$ cat src/rtl/starfish_arb_pkg.sv
// Shared types for the Starfish memory arbiter: FSM encoding, access size
// and the request record latched onto the external bus.
package starfish_arb_pkg;

    // Arbiter sequencing states
    typedef enum logic [1:0] {
        IDLE  = 2'd0,
        BUS_I = 2'd1,
        BUS_D = 2'd2,
        RESP  = 2'd3
    } arb_state_e;

    // Access size as carried on d_size / bus_size
    typedef enum logic [1:0] {
        BYTE = 2'd0,
        HALF = 2'd1,
        WORD = 2'd2
    } mem_size_e;

    // Storage widths of the latched request. Module ADDR_W/DATA_W must not
    // exceed these; narrower buses are zero-extended into the record.
    localparam int ARB_ADDR_W = 32;
    localparam int ARB_DATA_W = 32;

    // Wait counter covers TIMEOUT up to 255, starvation counter up to 15
    localparam int WAIT_W   = 8;
    localparam int STARVE_W = 4;

    // Request record presented on the bus_* outputs
    typedef struct packed {
        logic                  we;
        logic [ARB_ADDR_W-1:0] addr;
        logic [ARB_DATA_W-1:0] wdata;
        mem_size_e             size;
        logic                  sign;
    } bus_req_t;

endpackage

$ cat src/rtl/arb_wait_timer.sv
// Bus wait counter: cleared on a grant, counts while a transaction is open
// and saturates at TIMEOUT, flagging expiry through a registered compare.
module arb_wait_timer
    import starfish_arb_pkg::*;
#(
    parameter int TIMEOUT = 15
) (
    input  logic clk,
    input  logic rst_n,
    input  logic clear,
    input  logic en,
    output logic expired
);

    localparam logic [WAIT_W-1:0] WAIT_LIMIT = WAIT_W'(TIMEOUT);

    logic [WAIT_W-1:0] count_reg;

    // Clear on grant, then count up while waiting, holding at the limit
    always_ff @(posedge clk) begin
        if (!rst_n) begin
            count_reg <= '0;
        end else if (clear) begin
            count_reg <= '0;
        end else if (en && (count_reg != WAIT_LIMIT)) begin
            count_reg <= count_reg + 1'b1;
        end
    end

    assign expired = (count_reg == WAIT_LIMIT);

endmodule

$ cat src/rtl/starfish_mem_arbiter.sv
// Two-port arbiter that shares one variable-latency memory bus between the
// instruction-fetch port and the data port, with starvation protection for
// fetch and a bounded wait that turns a silent bus into an error completion.
module starfish_mem_arbiter
    import starfish_arb_pkg::*;
#(
    parameter int ADDR_W       = 32,
    parameter int DATA_W       = 32,
    parameter int TIMEOUT      = 15,
    parameter int STARVE_LIMIT = 4
) (
    input  logic              clk,
    input  logic              rst_n,
    // fetch port
    input  logic              if_req,
    input  logic [ADDR_W-1:0] if_addr,
    output logic [DATA_W-1:0] if_rdata,
    output logic              if_valid,
    // data port
    input  logic              d_req,
    input  logic              d_we,
    input  logic [ADDR_W-1:0] d_addr,
    input  logic [DATA_W-1:0] d_wdata,
    input  logic [1:0]        d_size,
    input  logic              d_sign,
    output logic [DATA_W-1:0] d_rdata,
    output logic              d_valid,
    // external bus
    output logic              bus_req,
    output logic              bus_we,
    output logic [ADDR_W-1:0] bus_addr,
    output logic [DATA_W-1:0] bus_wdata,
    output logic [1:0]        bus_size,
    output logic              bus_sign,
    input  logic              bus_ack,
    input  logic [DATA_W-1:0] bus_rdata,
    output logic              err
);

    localparam logic [STARVE_W-1:0] STARVE_MAX = STARVE_W'(STARVE_LIMIT);

    arb_state_e          state_reg;
    bus_req_t            bus_cmd_reg;
    bus_req_t            grant_cmd;
    logic                bus_req_reg;
    logic                if_valid_reg;
    logic                d_valid_reg;
    logic                err_reg;
    logic [DATA_W-1:0]   if_rdata_reg;
    logic [DATA_W-1:0]   d_rdata_reg;
    logic [STARVE_W-1:0] starve_cnt_reg;

    logic grant_i;
    logic grant_d;
    logic in_bus;
    logic wait_expired;
    logic bus_done;
    logic timed_out;

    assign in_bus    = (state_reg == BUS_I) || (state_reg == BUS_D);
    // An ack arriving together with expiry still counts as a good completion
    assign bus_done  = in_bus && (bus_ack || wait_expired);
    assign timed_out = !bus_ack && wait_expired;

    // Arbitrate in IDLE only: data first unless fetch has been starved
    always_comb begin
        grant_i = 1'b0;
        grant_d = 1'b0;
        if (state_reg == IDLE) begin
            if (d_req && !(if_req && (starve_cnt_reg == STARVE_MAX))) begin
                grant_d = 1'b1;
            end else if (if_req) begin
                grant_i = 1'b1;
            end
        end
    end

    // Assemble the bus record for whichever port wins; fetch is a word read
    always_comb begin
        grant_cmd = '0;
        if (grant_d) begin
            grant_cmd.we    = d_we;
            grant_cmd.addr  = ARB_ADDR_W'(d_addr);
            grant_cmd.wdata = ARB_DATA_W'(d_wdata);
            grant_cmd.size  = mem_size_e'(d_size);
            grant_cmd.sign  = d_sign;
        end else begin
            grant_cmd.addr  = ARB_ADDR_W'(if_addr);
            grant_cmd.size  = WORD;
        end
    end

    arb_wait_timer #(
        .TIMEOUT (TIMEOUT)
    ) u_wait_timer (
        .clk     (clk),
        .rst_n   (rst_n),
        .clear   (grant_i || grant_d),
        .en      (in_bus),
        .expired (wait_expired)
    );

    // Main sequencer: grant, wait for ack or timeout, then one response cycle
    always_ff @(posedge clk) begin
        if (!rst_n) begin
            state_reg    <= IDLE;
            bus_cmd_reg  <= '0;
            bus_req_reg  <= 1'b0;
            if_valid_reg <= 1'b0;
            d_valid_reg  <= 1'b0;
            err_reg      <= 1'b0;
            if_rdata_reg <= '0;
            d_rdata_reg  <= '0;
        end else begin
            if_valid_reg <= 1'b0;
            d_valid_reg  <= 1'b0;
            err_reg      <= 1'b0;
            case (state_reg)
                IDLE: begin
                    if (grant_d || grant_i) begin
                        bus_cmd_reg <= grant_cmd;
                        bus_req_reg <= 1'b1;
                        state_reg   <= grant_d ? BUS_D : BUS_I;
                    end
                end
                BUS_I, BUS_D: begin
                    if (bus_done) begin
                        bus_req_reg <= 1'b0;
                        err_reg     <= timed_out;
                        state_reg   <= RESP;
                        if (state_reg == BUS_I) begin
                            if_valid_reg <= 1'b1;
                            if_rdata_reg <= bus_ack ? bus_rdata : '0;
                        end else begin
                            d_valid_reg <= 1'b1;
                            d_rdata_reg <= (bus_ack && !bus_cmd_reg.we) ? bus_rdata : '0;
                        end
                    end
                end
                RESP: begin
                    // The completing requester still holds req this cycle
                    state_reg <= IDLE;
                end
                default: begin
                    state_reg <= IDLE;
                end
            endcase
        end
    end

    // Count data grants that overtake a waiting fetch, saturating at the limit
    always_ff @(posedge clk) begin
        if (!rst_n) begin
            starve_cnt_reg <= '0;
        end else if (!if_req || grant_i) begin
            starve_cnt_reg <= '0;
        end else if (grant_d && (starve_cnt_reg != STARVE_MAX)) begin
            starve_cnt_reg <= starve_cnt_reg + 1'b1;
        end
    end

    assign if_rdata  = if_rdata_reg;
    assign if_valid  = if_valid_reg;
    assign d_rdata   = d_rdata_reg;
    assign d_valid   = d_valid_reg;
    assign err       = err_reg;
    assign bus_req   = bus_req_reg;
    assign bus_we    = bus_cmd_reg.we;
    assign bus_addr  = bus_cmd_reg.addr[ADDR_W-1:0];
    assign bus_wdata = bus_cmd_reg.wdata[DATA_W-1:0];
    assign bus_size  = bus_cmd_reg.size;
    assign bus_sign  = bus_cmd_reg.sign;

endmodule

$ cat config.mk
export PLATFORM = sky130hd
export DESIGN_NAME = starfish_mem_arbiter
export DESIGN_NICKNAME = d
export VERILOG_FILES = /design/src/rtl/starfish_arb_pkg.sv /design/src/rtl/arb_wait_timer.sv /design/src/rtl/starfish_mem_arbiter.sv
export SDC_FILE = /design/constraint.sdc
export NUM_CORES = 1
export LEC_CHECK = 0
export CAP_MARGIN = 20
export CORE_MARGIN = 5
export CORE_UTILIZATION = 40
export CTS_BUF_LIST = sky130_fd_sc_hd__clkbuf_4 sky130_fd_sc_hd__clkbuf_8 sky130_fd_sc_hd__clkbuf_16
export DETAILED_ROUTE_END_ITERATION = 10
export GPL_TIMING_DRIVEN = 0
export PLACE_DENSITY = 0.81
export SETUP_SLACK_MARGIN = 0.02
export SYNTH_ARGS = -nofsm -noshare
export SYNTH_HDL_FRONTEND = slang
export SYNTH_SLANG_ARGS = --single-unit
$ cat constraint.sdc
create_clock -name clk -period 2.2 [get_ports clk]
set_clock_uncertainty 0.15 [all_clocks]
set_input_delay 0.33 -clock clk [delete_from_list [all_inputs] [get_ports clk]]
set_output_delay 0.33 -clock clk [all_outputs]
set_load 0.1 [all_outputs]
**Word level (Yosys, flattened, before mapping)**

Index checks and enable logic that the tools add are counted.

- Add/subtract/negate cells: 2
- Equal/unequal tests: 9
- Mux-type cells: 21
- Bitwise logic cells: 2
- Reductions and logical operators: 26

Operators with widths:

| operator | number |
|---|---|
| $mux 32 | 4 |
| $reduce_and 3->1 | 4 |
| $mux 1 | 11 |
| $add 8x1->8 const B | 1 |
| $eq 8x4->1 const B | 1 |
| $mux 2 | 4 |
| $ne 8x4->1 const B | 1 |
| $logic_and 1x1->1 | 7 |
| $pmux 2 s3 | 1 |
| $reduce_or 2->1 | 3 |
| $add 4x1->4 const B | 1 |
| $eq 2x2->1 const B | 2 |
| $eq 4x3->1 const B | 1 |
| $logic_not 1->1 | 4 |
| $logic_or 1x1->1 | 4 |
| $ne 4x3->1 const B | 1 |
| $reduce_and 2->1 | 2 |
| $eq 2x1->1 const B | 1 |
| $logic_not 2->1 | 1 |
| $ne 2x1->1 const B | 1 |
| $ne 2x2->1 const B | 1 |
| $not 1->1 | 2 |
| $pmux 1 s2 | 1 |
| $reduce_bool 2->1 | 1 |

- Register bits: 150
- Input port bits: 137
- Output and inout bits: 136
- Word-level logic and storage cells: 74

**Longest topological paths before layout**

Gate-level depths: netlist of the first run.

- Word-level depth: 9
- Mapped depth: 9
- Gate-level depth less buffers: 6

**By module**

From an unflattened synthesis of the first run, not the netlist that was laid out.

- Cell total of the unflattened synthesis: 642
- Area, all modules: 5941.9 um2

By module, submodules not included:

| module | times used | cells each | area each (um2) | seq. area each (um2) |
|---|---|---|---|---|
| starfish_mem_arbiter | 1 | 594 | 5524.0 | 2842.7 |
| arb_wait_timer | 1 | 48 | 417.9 | 160.2 |

**Least setup slack after synthesis of the first run**

Ideal clock, no wire load.

- Kind: flip-flop to flip-flop
- Start point: register starve_cnt_reg[0]
- End point: register bus_cmd_reg, in the netlist bus_addr[0]
- Setup time: 75 ps
- Arrival: 1748 ps
- Required time: 1975 ps
- Path slack: 227 ps
- Stages on the path, launching flop included: 9
- Buffers on the path: 2
- Clock period less this slack: 1973 ps
- Path through: dfxtp_1 > inv_1 > ha_1 > and3b_1 > clkbuf_1 > a21oi_1 > clkbuf_1 > nand2_1 > a31oi_1

- Word-level cells in the longest chain between the ends: 8
- Elaborated cells on any way between the ends: 11
- Classes of those cells: 1 x eq/ne; 5 x mux; 5 x reduce/logical

RTL lines:

| what | line | text |
|---|---|---|
| start: declaration | starfish_mem_arbiter.sv:51 | `logic [STARVE_W-1:0] starve_cnt_reg;` |
| start signal: assignment | starfish_mem_arbiter.sv:158 | `starve_cnt_reg <= starve_cnt_reg + 1'b1;` |
| $eq 4x3->1 * | starfish_mem_arbiter.sv:70 | `if (d_req && !(if_req && (starve_cnt_reg == STARVE_MAX))) begin` |
| $logic_and 1x1->1 * | starfish_mem_arbiter.sv:70 |  |
| $logic_not 1->1 * | starfish_mem_arbiter.sv:70 |  |
| $logic_and 1x1->1 * | starfish_mem_arbiter.sv:70 |  |
| $mux 1 | starfish_mem_arbiter.sv:70 |  |
| $mux 1 | starfish_mem_arbiter.sv:69 | `if (state_reg == IDLE) begin` |
| $logic_or 1x1->1 | starfish_mem_arbiter.sv:120 | `if (grant_d \|\| grant_i) begin` |
| $reduce_and 2->1 (no source line) | - |  |
| end signal: assignment | starfish_mem_arbiter.sv:121 | `bus_cmd_reg <= grant_cmd;` |
| end: declaration | starfish_mem_arbiter.sv:43 | `bus_req_t bus_cmd_reg;` |

Every way passes the cells marked *; elsewhere a longest branch is shown, timed or not.
A chain may end at the register's enable or synchronous reset.

**Worst setup path after layout of the first run**

- Start point: register bus_cmd_reg, in the netlist bus_size[1]
- End point: output port bus_size[1]

RTL lines:

| what | line | text |
|---|---|---|
| end: declaration | starfish_mem_arbiter.sv:33 | `output logic [1:0] bus_size,` |

No word-level cell between the ends.

==> impl_metrics.py, run 1 <==
metrics = {
    "drt": {
        "vias_per_cell": 5.27,
        "drt_wl_total_um": 18200,
        "detail-route-antenna-nets": 0,
        "drt_pre_antenna_iters": 5,
        "drt_first_iter_violations": 259,
        "wl_per_cell_um": 18.5,
        "vias_after_detailed_routing": 5189,
        "drcViolationCount": 0,
    },
    "critical_path": {
        "startpoint_type": "flip-flop",
        "cp_max_fo": 2,
        "path_delay_family": "buffers and inverters",
        "crit_path_cell_trace": "clkdlybuf4s15_1",
        "r2r_setup_slack_ns": 0.12,
        "worst-endpoint-arrival_ns": 1.66,
        "end_kind": "output port",
        "cp_slowest_cell": "clkdlybuf4s15_1",
        "reg2reg_depth": 8,
        "required_ns": 1.72,
        "criticalPathCategory": "reg -> out",
        "path_depth": 1,
        "path_buf_inv": 1,
        "max_stage_delay_ns": 0.89,
    },
    "timing": {
        "timing_max_transition_violations_final": 0,
        "maxSlewHeadroom_pct": 30.9,
        "timing.final.crit_share_pct": 97.3,
        "setup-tns-final_ns": 0,
        "hold_viol": 0,
        "worst_pin_slew_ns": 1.04,
        "finalWorstPathRequiredPeriod_ns": 2.14,
        "max_freq_mhz": 467,
        "finalWorstSetupSlack_ns": 0.0596,
        "rsz0062_at_grt": "no",
        "setup_viol": 0,
    },
    "worst_hold_path": {
        "hp_class": "reg -> reg",
        "min_delay_path_depth": 1,
    },
    "synth": {
        "syn-mean-instance-area_um2": 10.5,
        "synth.yosys.seq_area_share_pct": 56.8,
        "synth_area_leaders": "dfxtp_1 57%, a22o_1 16%, nand2_1 5.0%",
        "synth-async-reset-ratio_pct": 0,
        "ys_seq_elements": 150,
        "synth_ff_type": "dfxtp_1",
        "ys_types": 42,
        "synth_area_um2": 5290,
        "synth.net_count": 647,
        "synth.largest_area_cell": "dfxtp_1",
        "synthesized_instance_count": 505,
        "synth_enable_flop_cells": 0,
        "synth.yosys.warnings": 0,
        "yosysTopAreaCellShare_pct": 56.8,
    },
    "finish": {
        "mostFrequentLayoutCells": "150 x dfxtp_1, 136 x clkdlybuf4s50_1, 127 x dlygate4sd2_1, 99 x a22o_1, 70 x nand2_1",
        "layout.nets": 938,
        "multiInputGateArea_um2": 2080,
        "post_route_cells_drive_above_1_share_pct": 9.89,
        "final_design_area_no_fill_um2": 8750,
        "flow.area_growth_from_synthesis_pct": 65.4,
        "nFillCells": 1052,
        "flip_flop_and_latch_area_um2": 3000,
        "layout.cells.most_common": "dfxtp_1",
        "final_util_pct": 66.8,
        "insertedDiodeCount": 0,
    },
    "placed_design": {
        "pre_cts_setup_slack_ns": -0.549,
        "post_dp_cell_area_um2": 8230,
        "hpwl_um": 14000,
        "io_buffer_count": 272,
        "place.gp.congestion": 0.849,
    },
    "global_routing": {
        "grt_pass1_wl_um": 28600,
        "grt_max_degree": 17,
        "grt_use_total_pct": 22.7,
        "global_route.overflow_total": 0,
        "grt_pass1_vias": 5304,
        "antenna_violations_before_repair": 0,
    },
    "power_and_ir_drop": {
        "power.leakage_uw": 0.00398,
        "vdd.ir_drop.worst_mv": 0.827,
        "pwr_density_cell_nw_per_um2": 1500,
        "finalPower_uw": 13100,
    },
    "cts": {
        "cts-buffers-inserted": 17,
        "holdBufCountCts": 0,
        "htree_levels": 4,
        "cts_max_path_buffers": 2,
        "cts_root_buffer": "clkbuf_16",
        "clk_transition_reported_paths_ns": 0.06,
        "tritoncts_clock_tree": "done",
        "clk-insertion-delay-late_ns": 0.42,
        "numClockSinks": 150,
    },
    "floorplan": {
        "die_h_um": 125,
        "floorplan.initialDensity_pct": 40.4,
        "num_io_pins": 273,
        "core_region_area_um2": 13100,
        "chipWidth_um": 125,
        "die_area_um2": 15600,
        "std_cell_rows": 42,
    },
    "job": {
        "cap_viol_max_count": 0,
    },
    "outcome": {
        "run_status": "finished, final reports clean",
    },
}
==> report_power, final <==
group | switching (uW) | internal [uW] | leakage (uW) | total [uW]
clock | 1170 | 1710 | 0.000287 | 2890
sequential | 309 | 3290 | 0.00123 | 3600
combinational | 5290 | 1370 | 0.00247 | 6660
total | 6770 | 6370 | 0.00398 | 13100
==> timing repair <==
item,CTS,global route
endpoints found under the setup margin,257,126
pin swaps,0,1
endpoints found under the hold margin,0,0
setup buffers,0,1
resized for setup,157,29
==> Yosys cell counts (4+ instances only) <==
cell,number
a21oi_1,8
a22o_1,99
a31oi_1,33
buf_2,5
buf_6,7
clkbuf_1,25
dfxtp_1,150
ha_1,5
inv_1,8
nand2_1,70
nand3_1,5
nor2_1,10
o21ai_0,39
or3_1,4
==> layer usage <==
metal / track usage [%] / vias up / share of wire [%]
met5: 0 / - / 0
met4: 7.02 / 0 / 2.0
met3: 8.70 / 29 / 9.3
met2: 40.1 / 256 / 50
met1: 25.2 / 2449 / 39
li1: - / 2455 / -
==> through the flow <==
step,hold WS [ns],std cells
after global routing,0.331,985
after detailed placement,0.304,953
after global placement,0.305,953
after CTS,0.317,985
after floorplan,0.257,505
final,0.316,985
==> worst register-to-register path, stage by stage (launching register included) <==
cell and delay (ns):
dfxtp_1 0.39, inv_1 0.07, ha_1 0.20, and3b_2 0.27, a21o_1 0.19, buf_2 0.17
nor2_4 0.25, buf_6 0.19, a22o_1 0.14
==> kinds of logic (layout without fill, tap and decap cells) <==
family	count (synthesis)	count (layout)	synth area share (%)
mux	1	1	0.189
compound gates	193	193	27.7
simple gates	103	103	8.73
flops	150	150	56.8
xor+xnor	5	5	0.828
buf+inv	48	352	4.59
fa+ha+maj	5	5	1.18
==> final timing paths <==
check	end	startpoint
min reg2reg	if_rdata[19]	if_rdata[19]
min	if_rdata[19]	if_rdata[19]
max reg2reg	bus_wdata[17]	starve_cnt_reg[0]
max	bus_size[1]	bus_size[1]
==> cell type report <==
type                    count  area share, %
flip-flops and latches    150           34.3
inverters                   9          0.386
repair buffers            273           29.4
clock inverters            13           1.70
plain buffers              38           2.79
well taps                 176           2.52
multi-input cells         307           23.8
clock buffers              19           5.04
Note: power is estimated with default switching activity, not from simulation.
==> run 2: changes to the inputs <==
==> constraint.sdc (replaced) <==
create_clock -name clk -period 2.1 [get_ports clk]
set_clock_uncertainty 0.15 [all_clocks]
set_input_delay 0.315 -clock clk [delete_from_list [all_inputs] [get_ports clk]]
set_output_delay 0.315 -clock clk [all_outputs]
set_load 0.1 [all_outputs]
==> impl_metrics.py, run 2 (synthesis results as in run 1) <==
metrics = {
    "outcome": {
        "run_status": "finished, final reports clean",
    },
    "drt": {
        "vias_after_detailed_routing": 5204,
        "drt_pre_antenna_iters": 6,
        "drt_wl_total_um": 18500,
        "wl_per_cell_um": 18.7,
        "drcViolationCount": 0,
        "vias_per_cell": 5.24,
        "detail-route-antenna-nets": 0,
        "drt_first_iter_violations": 287,
    },
    "cts": {
        "clk_transition_reported_paths_ns": 0.06,
        "cts-buffers-inserted": 17,
        "clk-insertion-delay-late_ns": 0.42,
        "tritoncts_clock_tree": "done",
        "cts_max_path_buffers": 2,
        "holdBufCountCts": 0,
        "cts_root_buffer": "clkbuf_16",
        "numClockSinks": 150,
        "htree_levels": 4,
    },
    "job": {
        "cap_viol_max_count": 0,
    },
    "finish": {
        "layout.nets": 946,
        "flow.area_growth_from_synthesis_pct": 65.3,
        "post_route_cells_drive_above_1_share_pct": 24.7,
        "nFillCells": 1011,
        "layout.cells.most_common": "dfxtp_1",
        "insertedDiodeCount": 0,
        "final_design_area_no_fill_um2": 8740,
        "mostFrequentLayoutCells": "148 x dfxtp_1, 136 x clkdlybuf4s50_1, 99 x a22o_1, 79 x clkbuf_2, 68 x nand2_1",
    },
    "critical_path": {
        "worst_r2r_startpoint": "u_wait_timer.count_reg[7]",
        "reg2reg_depth": 6,
        "crit_startpoint": "d_rdata[2]",
        "startpoint_type": "flip-flop",
        "required_ns": 1.63,
        "end_kind": "output port",
        "cp_slowest_cell": "clkdlybuf4s15_1",
        "path_delay_family": "buffers and inverters",
        "worst-endpoint-arrival_ns": 1.60,
        "endpoint": "d_rdata[2]",
        "cp_max_fo": 2,
        "path_depth": 1,
        "max_stage_delay_ns": 0.83,
        "r2r_setup_slack_ns": 0.07,
        "crit_path_cell_trace": "clkdlybuf4s15_1",
        "criticalPathCategory": "reg -> out",
        "path_buf_inv": 1,
        "critical_path.reg2reg.endpoint": "if_rdata[27]",
    },
    "worst_hold_path": {
        "hp_class": "in -> reg",
    },
    "power_and_ir_drop": {
        "sequential_share_of_power_pct": 27.2,
        "comb_power_share_pct": 51.0,
        "vdd.ir_drop.worst_mv": 0.869,
        "intPower_uw": 6760,
        "power.leakage_uw": 0.00362,
        "p_switching_uw": 7150,
        "pwr_density_cell_nw_per_um2": 1590,
        "swShare_pct": 51.4,
        "p_clk_share_pct": 21.8,
    },
    "floorplan": {
        "floorplan.initialDensity_pct": 40.4,
        "chipWidth_um": 125,
        "std_cell_rows": 42,
        "num_io_pins": 273,
        "die_h_um": 125,
        "core_region_area_um2": 13100,
        "die_area_um2": 15600,
    },
    "timing": {
        "max_freq_mhz": 485,
        "worst_pin_slew_ns": 0.992,
        "finalWorstPathRequiredPeriod_ns": 2.06,
        "maxSlewHeadroom_pct": 34.1,
        "finalWorstSetupSlack_ns": 0.0370,
        "timing.final.crit_share_pct": 98.2,
        "hold_viol": 0,
        "timing_max_transition_violations_final": 0,
        "setup_viol": 0,
        "rsz0062_at_grt": "yes",
    },
    "placed_design": {
        "pre_cts_setup_slack_ns": -0.634,
        "hpwl_um": 14000,
        "place.gp.congestion": 0.849,
        "io_buffer_count": 272,
        "post_dp_cell_area_um2": 8230,
    },
    "global_routing": {
        "grt_pass1_vias": 5341,
        "antenna_violations_before_repair": 0,
        "grt_use_total_pct": 22.9,
        "grt_pass1_wl_um": 28900,
        "grt_max_degree": 17,
        "global_route.overflow_total": 0,
    },
}
[run 2: repair_timing]
action	CTS	global route
setup buffers	2	6
cloned	0	1
gates resized for setup	324	108
setup endpoints to repair	262	182
pin swaps	1	6
[run 2: worst min-delay path by stage]
stage / startpoint / end / slack (ns) / cells after the start
after floorplan: bus_ack / err / 0.24 / 1
after global placement: if_rdata[4] / if_rdata[4] / 0.31 / 1
after detailed placement: d_rdata[10] / d_rdata[10] / 0.30 / 1
after CTS: if_addr[27] / bus_addr[27] / 0.30 / 3
after global routing: d_addr[17] / bus_addr[17] / 0.32 / 3
final: if_addr[27] / bus_addr[27] / 0.31 / 3
[run 2: metrics by stage]
stage               instances  hold slack (ns)  power, uW  TNS [ns]  util (%)
finish                    993            0.315      13900         0      66.8
global route              993            0.317      14400         0      66.8
CTS                       986            0.302      14000         0      68.2
detailed placement        953            0.304      11100    -52.36      62.9
global placement          953            0.305      11000    -47.96      62.9
floorplan                 505            0.242       9190         0         -
[run 2: final cells by class]
cell class | count | area (um^2) | area share, %
flip-flops and latches | 150 | 3010 | 34.4
repair buffers | 281 | 2540 | 29.1
multi-input cells | 307 | 2100 | 24.0
clock buffers | 19 | 440 | 5.04
plain buffers | 38 | 249 | 2.85
well taps | 176 | 220 | 2.52
clock inverters | 13 | 149 | 1.70
inverters | 9 | 33.8 | 0.386
[run 2: metal layers]
metal / track usage, % / wire length, um / vias up
met5: 0 / 0 / -
li1: - / - / 2468
met2: 40.9 / 9360 / 238
met4: 7.27 / 319 / 0
met3: 8.44 / 1680 / 25
met1: 25.4 / 7170 / 2473
[run 2: power groups by stage]
stage	clock network, uW	logic [uW]	registers, uW
3_3_place_gp	0	7200	3800
4_1_cts	3050	7130	3790
3_5_place_dp	0	7270	3830
5_1_grt	3190	7400	3860
6_report	3030	7100	3790
2_1_floorplan	0	1400	7780
==> variant 1: new RTL, flow settings as in run 1 <==
Make the reset (`rst_n`) asynchronous in 3 clocked blocks.
--- a/src/rtl/arb_wait_timer.sv
+++ b/src/rtl/arb_wait_timer.sv
@@ -19,3 +19,3 @@
     // Clear on grant, then count up while waiting, holding at the limit
-    always_ff @(posedge clk) begin
+    always_ff @(posedge clk or negedge rst_n) begin
         if (!rst_n) begin
--- a/src/rtl/starfish_mem_arbiter.sv
+++ b/src/rtl/starfish_mem_arbiter.sv
@@ -103,3 +103,3 @@
     // Main sequencer: grant, wait for ack or timeout, then one response cycle
-    always_ff @(posedge clk) begin
+    always_ff @(posedge clk or negedge rst_n) begin
         if (!rst_n) begin
@@ -151,3 +151,3 @@
     // Count data grants that overtake a waiting fetch, saturating at the limit
-    always_ff @(posedge clk) begin
+    always_ff @(posedge clk or negedge rst_n) begin
         if (!rst_n) begin
Check against the original RTL: differs if rst_n is asserted again (counterexample within 4 cycles, from zero or initial values and one cycle with rst_n low); with rst_n held inactive, the same outputs for 4 cycles.
==> variant 1 against run 1 <==
Sequential cell count unchanged; sequential share of layout area up 4.7 points; final cell count up 5.1%; synthesized area up 16%; hold slack worse by 0.24 ns; routed wire length up 3.4%; setup slack worse by 0.010 ns; global-route usage down 1.6 points; cell area up 10%.
Power is left out: the tool's default activity adds up to more than one toggle a clock period on the data nets, which glitch-free logic cannot reach.
==> variant 1: results (changes against run 1) <==
[setup_path]
rr_endpoint=if_rdata[25]$_DFFE_PN0P_  ; was bus_wdata[17]$_SDFFE_PN0P_
r2r-start=state_reg[0]$_DFFE_PN0P_  ; was starve_cnt_reg[0]$_SDFFE_PP0P_
worstPathMaxFanout=2  ; unchanged
cpMaxStageDelayCell=dlygate4sd2_1  ; was clkdlybuf4s15_1
r2r_cells=6  ; was 8
rrSetupSlack_ns=0.14  ; was 0.12 ns

[synth]
synth_area_leaders=dfrtp_1 61%, a22o_1 9.1%, nand2_1 6.5%  ; was dfxtp_1 57%, a22o_1 16%, nand2_1 5.0%
synthTopCellsByCount=150 x dfrtp_1, 107 x nand2_1, 64 x a22o_1  ; was 150 x dfxtp_1, 99 x a22o_1, 70 x nand2_1
syn_area_per_cell_um2=11.35  ; was 10.47 µm²
yosysSeqAreaShare=0.6104  ; was 0.5679
synth.distinct_cells=39  ; was 42
synth_warnings=0  ; unchanged
syn-num-nets=684  ; was 647
async_flop_share=1.000  ; was 0
synth_ff_type=dfrtp_1  ; was dfxtp_1

[global_route]
grt_max_degree=92  ; was 17
grtUsageMet2=0.3532  ; was 0.4008
grt_pass1_vias=5412  ; was 5,304
antenna_found_initial=0  ; unchanged
gr-usage-met1=0.2521  ; was 0.2524
grt_usage=0.2103  ; was 0.2267
grt_pass1_wl_um=29410  ; was 28,590 µm
use_met3=0.08140  ; was 0.08699

[finish]
n_antenna_cell=0  ; unchanged
num-nets-final=976  ; was 938
drive_gt1_frac=0.09209  ; was 0.09889

[worst_hold_path]
hp-start=if_req  ; was if_rdata[19]$_SDFFE_PN0P_
min_path_type=in2reg  ; was reg2reg
min_path_cells=2  ; was 1
hold-path-endpoint=starve_cnt_reg[3]$_DFFE_PN0P_  ; was if_rdata[19]$_SDFFE_PN0P_

[detailed_routing]
route.vias.total=5340  ; was 5,189
drt_iter0_markers=233  ; was 259
routed_via_density=5.159  ; was 5.268
wl_per_cell_um=18.17  ; was 18.47 µm
dr.pass1.iters=7  ; was 5

[placement]
hpwl_um=14110  ; was 14,010 µm
place_area_mm2=0.009126  ; was 0.008230 mm²
routabilityCongestion=0.8473  ; was 0.8489
placed_cells_incl_taps=1002  ; was 953
port_buffers=271  ; was 272

[clock_network]
h-tree-depth=4  ; unchanged
clk_pin_slew_ns=0.06  ; about the same
clock-root-buffer=clkbuf_16  ; unchanged
clk_latency_ns=0.42  ; about the same
cts_buffers=17  ; unchanged

[outcome]
status=complete, no violations  ; unchanged

[timing]
tightest_slew_ns=1.012  ; was 1.041 ns

variant 1: layout make-up:
cell class | count | area (µm²)
fill | 1269 | 5518
buffer | 40 | 231.5
sequential | 150 | 3754
timing repair buffer | 273 | 2621
clock inverter | 14 | 163.9
inverter | 6 | 22.52
tap | 188 | 235.2
clock buffer | 18 | 439.2
multi-input combinational | 346 | 2161
variant 1: worst max-delay path by stage:
| stage | from | to | slack, ns |
|---|---|---|---|
| 6_report | if_rdata[7]$_DFFE_PN0P_ | if_rdata[7] | 0.05 |
| 5_1_grt | if_rdata[20]$_DFFE_PN0P_ | if_rdata[20] | 0.02 |
| 4_1_cts | bus_wdata[28]$_DFFE_PN0P_ | bus_wdata[28] | 0.03 |
| 3_5_place_dp | d_req | bus_wdata[31]$_DFFE_PN0P_ | -0.27 |
| 3_3_place_gp | rst_n | bus_sign$_DFFE_PN0P_ | -5.44 |
| 2_1_floorplan | state_reg[0]$_DFFE_PN0P_ | u_wait_timer.count_reg[6]$_DFFE_PN0P_ | 0.38 |
variant 1: cells by family after synthesis:
kind of cell / after synthesis / synth area share
flip-flops: 150 / 0.6104
AO/OA/AOI/OAI: 121 / 0.1436
buffers and inverters: 46 / 0.03825
multiplexers: 34 / 0.05534
XOR/XNOR: 3 / 0.004273
AND/OR/NAND/NOR: 183 / 0.1379
adder cells (fa/ha/maj): 5 / 0.01017
variant 1: timing repair:
| action | in CTS | in global routing |
|---|---|---|
| gates resized for setup | 147 | 60 |
| setup buffers | 0 | 0 |
| endpoints found under the setup margin | 146 | 82 |
| hold endpoints to repair | 59 | 0 |
| hold buffers | 1 | 0 |
variant 1: per-stage QoR:
stage | setup WS [ns] | hold WS (ns)
6_report | 0.04958 | 0.07561
3_3_place_gp | -5.444 | 0.3292
2_1_floorplan | 0.3787 | -0.1156
5_1_grt | 0.02015 | 0.09009
3_5_place_dp | -0.2733 | 0.2010
4_1_cts | 0.02527 | 0.06858
variant 1: metal layers:
metal	wire, µm	up-vias
met5	0	-
met4	258	0
met3	1619	21
met2	9292	210
met1	7638	2597
li1	-	2512
==> variant 2: new RTL, config.mk and constraints of run 1 <==
Without the edit above. Change the parameter `ADDR_W` from 32 to 16.
--- a/src/rtl/starfish_mem_arbiter.sv
+++ b/src/rtl/starfish_mem_arbiter.sv
@@ -6,3 +6,3 @@
 #(
-    parameter int ADDR_W       = 32,
+    parameter int ADDR_W       = 16,
     parameter int DATA_W       = 32,
Ports: changed (resized bus_addr, d_addr and if_addr); port bits go from 273 to 225. The function was not compared with the original's and may differ.
==> variant 2 against run 1 <==
Sequential cell count fell by 16; clock power fell by 11%; setup slack improved by 0.014 ns; routed wire length fell by 16%; hold slack barely moved; cell area fell by 14%; total power fell by 16%; synthesized area fell by 13%; critical endpoint is now bus_addr[9]; largest power group unchanged.
==> variant 2: results (changes against run 1) <==
[clock_network]
clk_latency_ns=0.41
cts_max_path_buffers=2  ; unchanged

[synth]
syn-num-nets=525  ; was 647
syn_area_per_cell_um2=11.13  ; was 10.47 µm²
synth-adder-area-share=0.01355  ; was 0.01183
synth_xor_area_frac=0.01897  ; was 0.008282
synth_compound_area_frac=0.2669  ; was 0.2769
synth.distinct_cells=39  ; was 42
synthTopCellsByCount=134 x dfxtp_1, 99 x a22o_1, 39 x nand2_1  ; was 150 x dfxtp_1, 99 x a22o_1, 70 x nand2_1
yosysSeqAreaShare=0.5810  ; was 0.5679
synth_area_leaders=dfxtp_1 58%, a22o_1 19%, nand2_1 3.2%  ; was dfxtp_1 57%, a22o_1 16%, nand2_1 5.0%
synth_mux_area_frac=0.002168  ; was 0.001893

[timing]
fin_hold_ws_ns=0.3162  ; about the same
min_period_ns=2.126  ; was 2.140 ns
relSlewSlack=0.3252  ; was 0.3087

[finish]
drive_gt1_frac=0.1060  ; was 0.09889
num-nets-final=769  ; was 938

[detailed_routing]
wl_um=15270  ; was 18,200 µm
routed_via_density=5.339  ; was 5.268
route.vias.total=4341  ; was 5,189
drt_iter0_markers=292  ; was 259

[pwr]
power.total_uw=11000  ; was 13,140 µW
vdd_drop_max_mv=1.143  ; was 0.8266 mV
seqPwrFrac=0.286  ; was 0.274
power.net_switching_uw=5379  ; was 6774 µW
p_comb_frac=0.480  ; was 0.507
leakage_uw=0.003496  ; was 0.003977 µW

[placement]
port_buffers=224  ; was 272
hpwl_um=11540  ; was 14,010 µm
routabilityCongestion=0.8630  ; was 0.8489
place_area_mm2=0.007038  ; was 0.008230 mm²
placed_cells_incl_taps=782  ; was 953
post-place-ws_ns=-0.3573  ; was -0.5492 ns

[global_route]
grt_usage=0.2201  ; was 0.2267
use_met3=0.1126  ; was 0.08699
grtUsageMet2=0.3635  ; was 0.4008
grt_pass1_wl_um=24420  ; was 28,590 µm
grt_pass1_vias=4512  ; was 5,304
gr-usage-met1=0.2502  ; was 0.2524

[setup_path]
cpMaxStageDelayCell=dlygate4sd2_1  ; was clkdlybuf4s15_1
crit_family=buffers and inverters  ; unchanged
crit_path_max_incr_delay_ns=0.88
rrSetupSlack_ns=0.13
worstPathMaxFanout=2  ; unchanged

[outcome]
status=complete, no violations  ; unchanged

[worst_hold_path]
min_path_type=reg2reg  ; unchanged

-- variant 2: cell count changes after synthesis, sizes merged, moves of 4 or more --
| cell | change |
|---|---|
| clkbuf | -9 |
| xor2 | +5 |
| or3 | -4 |
| dfxtp | -16 |
| a21oi | -6 |
| o21ai | -19 |
| nor2 | +7 |
| a31oi | -16 |
| nand2 | -31 |
-- variant 2: kinds of logic (layout without fill, tap and decap cells) --
| logic type | after synthesis | in the layout |
|---|---|---|
| buffers and inverters | 38 | 293 |
| muxes | 1 | 1 |
| AOI/OAI and AO/OA | 151 | 151 |
| DFF | 134 | 134 |
| adders and majority gates | 5 | 5 |
| and+or+nand+nor | 76 | 76 |
| xor gates and xnor gates | 10 | 10 |
-- variant 2: path summary, 6_finish.rpt --
kind,start,end,depth (start not counted)
min,if_rdata[9]$_SDFFE_PN0P_,if_rdata[9]$_SDFFE_PN0P_,1
min reg2reg,if_rdata[9]$_SDFFE_PN0P_,if_rdata[9]$_SDFFE_PN0P_,1
max reg2reg,starve_cnt_reg[1]$_SDFFE_PP0P_,bus_wdata[1]$_SDFFE_PN0P_,9
max,bus_addr[9]$_SDFFE_PN0P_,bus_addr[9],1
-- variant 2: layout make-up --
cell class / count / area, µm²
Fill cell: 905 / 3872
Sequential cell: 134 / 2684
Timing Repair Buffer: 226 / 2110
Multi-Input combinational cell: 243 / 1759
Clock buffer: 26 / 524.3
Buffer: 29 / 191.4
Tap cell: 143 / 178.9
Inverter: 8 / 30.03
Clock inverter: 4 / 20.02
-- variant 2: what timing repair did --
item,CTS,global route
hold endpoints to repair,0,0
endpoints found under the setup margin,197,98
resized for setup,134,21
hold buffers,0,0
pin swaps,1,0
setup buffers,2,0
-- variant 2: layer usage --
metal  vias up  wire [µm]
li1       2023          -
met1      2063       5893
met2       234       7459
met4         0        209
met5         -          0
met3        21       1709
